[src/rtl/i2s_dac_tx.sv]
// i2s_dac_tx: mono I2S transmitter for the board codec DAC.
//
// Takes 16-bit two's-complement samples from the wave generator over a
// valid/ready handshake and serializes each sample MSB-first into both the
// left and right slot of an I2S frame. BCLK and LRCLK are generated here;
// the codec runs as clock slave. Serial outputs change only when BCLK falls,
// so the codec can sample them on the rising edge.
//
// Ports:
//   clk          system clock
//   rst_n        asynchronous active-low reset
//   sample_in    two's-complement sample
//   sample_valid sample_in is valid
//   sample_ready sample storage can take a sample
//   i2s_bclk     bit clock, period 2*BCLK_DIV clk
//   i2s_lrclk    word select, 0 = left, 1 = right
//   i2s_dacdat   serial data
//   frame_start  one-clk pulse when a sample is loaded into the shifter
//   underrun     one-clk pulse when a frame starts with no new sample
//   fifo_level   entry count (only with I2S_DAC_TX_FIFO_EN)
//
// Build option: define I2S_DAC_TX_FIFO_EN to replace the single holding
// register with a 4-entry FIFO and expose fifo_level.

module i2s_dac_tx #(
    parameter int BCLK_DIV  = 8,
    parameter int SLOT_BITS = 32,
    parameter int DATA_W    = 16
) (
    input  logic              clk,
    input  logic              rst_n,
    input  logic [DATA_W-1:0] sample_in,
    input  logic              sample_valid,
    output logic              sample_ready,
    output logic              i2s_bclk,
    output logic              i2s_lrclk,
    output logic              i2s_dacdat,
    output logic              frame_start,
    output logic              underrun
`ifdef I2S_DAC_TX_FIFO_EN
    ,
    output logic [2:0]        fifo_level
`endif
);

    localparam int FRAME  = 2 * SLOT_BITS;
    localparam int BW     = $clog2(FRAME);
    localparam int CNT_W  = (BCLK_DIV > 1) ? $clog2(BCLK_DIV) : 1;

    localparam logic [CNT_W-1:0] DIV_LAST = CNT_W'(BCLK_DIV - 1);
    localparam logic [BW-1:0]    BIT_LAST = BW'(FRAME - 1);
    localparam logic [BW-1:0]    SLOT_V   = BW'(SLOT_BITS);
    localparam logic [BW-1:0]    DATA_V   = BW'(DATA_W);

    logic [CNT_W-1:0]  div_cnt;
    logic              div_wrap;
    logic              fall_evt;
    logic              frame_evt;
    logic [BW-1:0]     bit_cnt;
    logic [BW-1:0]     bit_nxt;
    logic [BW-1:0]     pos;
    logic [DATA_W-1:0] shifter;
    logic [DATA_W-1:0] last_sample;
    logic [DATA_W-1:0] shifted;
    logic              data_bit;
    logic              accept;

    // Sample storage interface: load_ok says a fresh sample is available
    // at frame start, load_data is that sample.
    logic              load_ok;
    logic [DATA_W-1:0] load_data;

    assign div_wrap = (div_cnt == DIV_LAST);
    assign fall_evt = div_wrap & i2s_bclk;
    assign accept   = sample_valid & sample_ready;

    // Bit position that becomes current at this fall event, and the data
    // bit to launch for it. Position 0 of each slot is the I2S one-bit delay.
    always_comb begin
        bit_nxt   = (bit_cnt == BIT_LAST) ? '0 : bit_cnt + 1'b1;
        pos       = (bit_nxt >= SLOT_V) ? bit_nxt - SLOT_V : bit_nxt;
        frame_evt = fall_evt && (bit_nxt == '0);
        shifted   = shifter >> (DATA_V - pos);
        data_bit  = ((pos != '0) && (pos <= DATA_V)) ? shifted[0] : 1'b0;
    end

`ifdef I2S_DAC_TX_FIFO_EN
    logic [DATA_W-1:0] fifo_mem [4];
    logic [1:0]        wr_ptr;
    logic [1:0]        rd_ptr;
    logic [2:0]        count;
    logic              push;
    logic              pop;

    assign push         = accept;
    assign pop          = frame_evt & load_ok;
    assign load_ok      = (count != 3'd0);
    assign load_data    = fifo_mem[rd_ptr];
    assign sample_ready = (count != 3'd4);
    assign fifo_level   = count;

    always_ff @(posedge clk) begin
        if (push) begin
            fifo_mem[wr_ptr] <= sample_in;
        end
    end

    always_ff @(posedge clk or negedge rst_n) begin
        if (!rst_n) begin
            wr_ptr <= '0;
            rd_ptr <= '0;
            count  <= '0;
        end else begin
            if (push) begin
                wr_ptr <= wr_ptr + 1'b1;
            end
            if (pop) begin
                rd_ptr <= rd_ptr + 1'b1;
            end
            // Push and pop together leave the count unchanged.
            case ({push, pop})
                2'b10:   count <= count + 1'b1;
                2'b01:   count <= count - 1'b1;
                default: count <= count;
            endcase
        end
    end
`else
    logic [DATA_W-1:0] holding;
    logic              full;

    assign load_ok      = full;
    assign load_data    = holding;
    assign sample_ready = ~full;

    // An accept can only happen while empty, so it never collides with a
    // frame-start load; an accept in a frame-start cycle with the register
    // empty fills it for the following frame.
    always_ff @(posedge clk or negedge rst_n) begin
        if (!rst_n) begin
            holding <= '0;
            full    <= 1'b0;
        end else begin
            if (frame_evt && full) begin
                full <= 1'b0;
            end
            if (accept) begin
                holding <= sample_in;
                full    <= 1'b1;
            end
        end
    end
`endif

    // Clock generation, slot sequencing and serializer
    always_ff @(posedge clk or negedge rst_n) begin
        if (!rst_n) begin
            div_cnt     <= '0;
            i2s_bclk    <= 1'b0;
            bit_cnt     <= BIT_LAST;
            i2s_lrclk   <= 1'b0;
            i2s_dacdat  <= 1'b0;
            shifter     <= '0;
            last_sample <= '0;
            frame_start <= 1'b0;
            underrun    <= 1'b0;
        end else begin
            div_cnt <= div_wrap ? '0 : div_cnt + 1'b1;
            if (div_wrap) begin
                i2s_bclk <= ~i2s_bclk;
            end

            frame_start <= frame_evt;
            underrun    <= frame_evt & ~load_ok;

            if (fall_evt) begin
                bit_cnt    <= bit_nxt;
                i2s_lrclk  <= (bit_nxt >= SLOT_V);
                i2s_dacdat <= data_bit;
            end

            // With no fresh sample the previous one is repeated so the DAC
            // holds its level instead of dropping to zero.
            if (frame_evt) begin
                if (load_ok) begin
                    shifter     <= load_data;
                    last_sample <= load_data;
                end else begin
                    shifter <= last_sample;
                end
            end
        end
    end

endmodule

[config.mk]
export PLATFORM = sky130hd
export DESIGN_NAME = i2s_dac_tx
export DESIGN_NICKNAME = d
export VERILOG_FILES = /design/src/rtl/i2s_dac_tx.sv
export SDC_FILE = /design/constraint.sdc
export NUM_CORES = 1
export LEC_CHECK = 0
export CAP_MARGIN = 20
export CORE_ASPECT_RATIO = 0.8
export CORE_MARGIN = 1
export CORE_UTILIZATION = 36
export DETAILED_ROUTE_END_ITERATION = 10
export DONT_BUFFER_PORTS = 1
export HOLD_SLACK_MARGIN = 0.03
export SETUP_SLACK_MARGIN = 0.1
export SLEW_MARGIN = 20
export SYNTH_ARGS = -nofsm -noshare
export SYNTH_HDL_FRONTEND = slang
export SYNTH_SLANG_ARGS = --single-unit
[constraint.sdc]
create_clock -name clk -period 4 [get_ports clk]
set_input_delay 1.2 -clock clk [delete_from_list [all_inputs] [get_ports clk]]
set_output_delay 1.2 -clock clk [all_outputs]
set_load 0.05 [all_outputs]
# Yosys cells after proc, flatten, opt, wreduce, memory -nomap -nowiden
# Index checks and enable logic that the tools add are counted.
# op_classes
bitwise	5
n_div	0
n_shift	1
n_reduce_logical	7
mux	6
n_addsub	4
n_eq_ne	2
n_lt_le_gt_ge	2
n_mul	0
# op_table
cell	n
16-bit by 6-bit right shift with 1-bit output	1
6-bit two-way mux	2
6-bit by 1-bit adder with 6-bit output (second input constant)	1
6-bit equality test (second input constant)	1
6-bit >= comparator (second input constant)	1
6-bit by 5-bit <= comparator with 1-bit output (second input constant)	1
6-bit logical NOT	1
6-bit nonzero test	1
5-bit by 6-bit subtractor with 6-bit output (first input constant)	1
6-bit subtractor (second input constant)	1
3-bit by 1-bit adder with 3-bit output (second input constant)	1
1-bit bitwise AND	3
3-bit equality test (second input constant)	1
1-bit logical AND	3
1-bit two-way mux	3
3-bit two-way mux	1
1-bit NOT	2
2-bit AND reduction	1
2-bit nonzero test	1
# word_totals
ramBits	0
mem_count	0
romBits	0
reg_bits	47
word_cells	37
output_inout_bits	6
input_bits	19
latchBits	0

# Logic depth before layout (Yosys ltp)
# depth
depth_word	7
depth_mapped	10
ltp_nobuf	9

# Least setup slack after synthesis
# Ideal clock, no wire load.
# synth_timing
path_kind	input -> register
start	in sample_valid
end	reg holding[10]
path_stages	4
required_time_ns	3.875
path_buffers	2
setup_slack_ns	1.596
arrival_ns	2.279
setup_ns	0.125
path_cell_list	nor2b_1 > clkbuf_1 > buf_1 > mux2_2
# synth_via
elab_chain_cells	1
# synth_lines
item	line	text
start, declared	33	input logic sample_valid,
1-bit bitwise AND	75	assign accept = sample_valid & sample_ready;
end signal, assigned	148	holding <= sample_in;
end, declared	129	logic [DATA_W-1:0] holding;
# No other way between the ends.
# A chain may end at the register's enable or synchronous reset.

# Worst setup path in the final report
# layout_timing
start	reg i2s_bclk
end	reg last_sample[8]
# layout_via
elab_chain_cells	3
# layout_lines
item	line	text
start, declared	35	output logic i2s_bclk,
start signal, assigned	170	i2s_bclk <= ~i2s_bclk;
1-bit bitwise AND	74	assign fall_evt = div_wrap & i2s_bclk;
1-bit logical AND	82	frame_evt = fall_evt && (bit_nxt == '0);
2-bit AND reduction (no line)	n/a	
end signal, assigned	187	last_sample <= load_data;
end, declared	63	logic [DATA_W-1:0] last_sample;
# No other way between the ends.

==> results.sh <==
export IMPL_root_buffer="clkbuf_8"
export IMPL_power_leakage_uw=0.00101
export IMPL_clk_insertion_delay_late_ns=0.30
export IMPL_coreArea_um2=5970
export IMPL_wl_per_cell_um=15.6
export IMPL_grt_pass1_wl_um=6880
export IMPL_grt_pass1_vias=1332
export IMPL_synthTopCellsByCount="dfrtp_1 (41), mux2_2 (35), nand2_1 (11)"
export IMPL_synth_edff_count=0
export IMPL_worstSetupStartpointType="register"
export IMPL_setup_tns_ns=0
export IMPL_drive_gt1_share_pct=32.8
export IMPL_yosysWarnings=0
export IMPL_drv_slew=0
export IMPL_end_kind="register"
export IMPL_crit_arrival_ns=2.83
export IMPL_hold_path_class="register to register"
export IMPL_first_pass_iters=4
export IMPL_crit_fanout=14
export IMPL_yosysSeqAreaShare_pct=52.5
export IMPL_die_w_um=90.5
export IMPL_yosysUniqueCellTypes=47
export IMPL_cts_num_sinks=47
export IMPL_period_share_pct=65.8
export IMPL_cts_tree="done"
export IMPL_dp_slack_ns=1.19
export IMPL_hpwl_um=2690
export IMPL_vdd_drop_max_mv=0.170
export IMPL_async_reset_ff_share_pct=100
export IMPL_maxCapViolations=0
export IMPL_relSlewSlack_pct=61.0
export IMPL_setup_ws_ns=1.37
export IMPL_synth_top_area_cell="dfrtp_1"
export IMPL_initialDrtViolationCount=56
export IMPL_p_per_area_nw_per_um2=338
export IMPL_gr_total_overflow=0
export IMPL_netlist_area_leader_share_pct=45.5
export IMPL_grt_max_degree=48
export IMPL_nFillCells=583
export IMPL_dieArea_um2=6590
export IMPL_slowest_stage="dfrtp_1"
export IMPL_portBuffers=0
export IMPL_skew_ns=0.00493
export IMPL_worstPathCellList="nand2_1, nor4_4, buf_4, mux2_2"
export IMPL_worst_pin_slew_ns=0.581
export IMPL_vias_per_cell=5.19
export IMPL_rsz0062_at_grt="no"
export IMPL_min_period_ns=2.63
export IMPL_design_area_um2=2400
export IMPL_htreeDepth=2
export IMPL_ioPinCount=25
export IMPL_postCtsSetupBuffers=0
export IMPL_synth_nets=202
export IMPL_initial_core_util_pct=37.8
export IMPL_routed_wl_um=4030
export IMPL_netlist_top_cells_area="dfrtp_1 (45%), mux2_2 (17%), dfstp_2 (7.0%)"
export IMPL_placed_cell_area_um2=2300
export IMPL_hold_violations=0
export IMPL_path_clk_slew_ns=0.09
export IMPL_fp_dieH_um=72.8
export IMPL_postRouteAntennaNets=0
export IMPL_fp_row_count=25
export IMPL_nNetsFinal=199
export IMPL_crit_path_max_incr_delay_ns=0.72
export IMPL_cts_resized=0
export IMPL_n_antenna_cell=0
export IMPL_synth_most_common_cell="dfrtp_1"
export IMPL_syn_avg_cell_area_um2=12.6
export IMPL_vias=1338
export IMPL_grt_use_total_pct=13.4
export IMPL_drc_errors=0
export IMPL_syn2layout_area_growth_pct=6.21
export IMPL_clock_path_buffers=2
export IMPL_netlist_area_um2=2260
export IMPL_required_ns=4.20
export IMPL_synth_cells=179
export IMPL_gp_congestion=0.844
export IMPL_status="completed"
export IMPL_max_freq_ghz=0.380
export IMPL_setup_viol=0
export IMPL_ctsHoldBuffers=0
export IMPL_antenna_found_initial=0
export IMPL_synth_seq_cells=47
export IMPL_synth_ff_type="dfrtp_1"
export IMPL_cts_buffers=5
export IMPL_critPathKind="register to register"
==> registers in the layout, indices dropped and copies added (netlist names), 3 cells and up <==
| name | cells |
|---|---|
| holding | 16 |
| last_sample | 16 |
| bit_cnt | 6 |
| div_cnt | 3 |
==> worst max-delay path, delay by kind of cell, from the launching register on <==
family	cells	cell delay (ns)
buf+inv	1	0.29
flops	1	0.72
mux	1	0.35
simple gates	2	1.16
==> layout by cell type (no fill, tap or decap), types with 3 or more instances in the layout <==
cell / synthesis / layout
clkbuf_8: 0 / 5
dfrtp_1: 41 / 41
dfstp_2: 6 / 6
ha_1: 4 / 4
mux2_2: 35 / 35
mux2i_1: 3 / 3
nand2_1: 11 / 11
nand4_1: 3 / 3
nor2_1: 10 / 10
nor3_1: 3 / 3
o21ai_0: 3 / 3
o31ai_1: 3 / 3
xnor2_1: 5 / 5
==> per-layer routing <==
layer	global-route usage (%)	vias to the layer above	share of wire [%]
li1	-	644	-
met1	19.6	655	52
met2	18.9	34	42
met3	3.96	5	5.2
met4	4.30	0	0.82
met5	0	-	0
==> per-stage QoR <==
stage                     hold WS (ns)  std cells  total power [uW]  utilization [%]
after floorplan                  0.403        179               525                -
after global placement           0.424        249               530             38.5
after detailed placement         0.426        249               531             38.5
after CTS                        0.438        257               826             40.0
after global routing             0.466        258               845             40.1
final                            0.439        258               811             40.1
==> worst paths after layout <==
path | startpoint | to | slack (ns) | cells past startpoint
max in group asynchronous | rst_n | bit_cnt[0]$_DFFE_PN1P_ | 3.24 | 0
max reg2reg | i2s_bclk$_DFFE_PN0P_ | last_sample[8]$_DFFE_PN0P_ | 1.37 | 4
min reg2reg | div_cnt[0]$_DFF_PN0_ | div_cnt[0]$_DFF_PN0_ | 0.44 | 1
min | div_cnt[0]$_DFF_PN0_ | div_cnt[0]$_DFF_PN0_ | 0.44 | 1
min in group asynchronous | rst_n | holding[1]$_DFFE_PN0P_ | 0.58 | 0
max | i2s_bclk$_DFFE_PN0P_ | last_sample[8]$_DFFE_PN0P_ | 1.37 | 4
==> logic make-up (layout without fill, tap and decap cells) <==
| kind of cell | after synthesis | count (layout) | synth area share, % |
|---|---|---|---|
| muxes | 40 | 40 | 20.8 |
| xor gates and xnor gates | 6 | 6 | 2.33 |
| buffers and inverters | 14 | 12 | 3.22 |
| AOI/OAI and AO/OA | 21 | 21 | 6.93 |
| adders and majority gates | 4 | 4 | 2.22 |
| DFF | 47 | 47 | 52.5 |
| and+or+nand+nor | 47 | 47 | 12.0 |
==> power breakdown <==
group / total [uW] / leakage, uW / internal, uW / switching (uW)
Combinational: 17.5 / 0.000364 / 13.6 / 3.84
Clock: 290 / 0.0000418 / 126 / 164
Sequential: 504 / 0.000601 / 494 / 9.75
==> area by class of cell <==
cell class	instances	area, um^2	share of cell area (%)
clock buffers	6	72.6	3.03
well taps	81	101	4.23
repair buffers	2	15.0	0.627
flip-flops and latches	47	1180	49.4
clock inverters	2	16.3	0.679
inverters	2	7.51	0.313
multi-input cells	118	1000	41.7
Power figures use the tool's default switching activity.
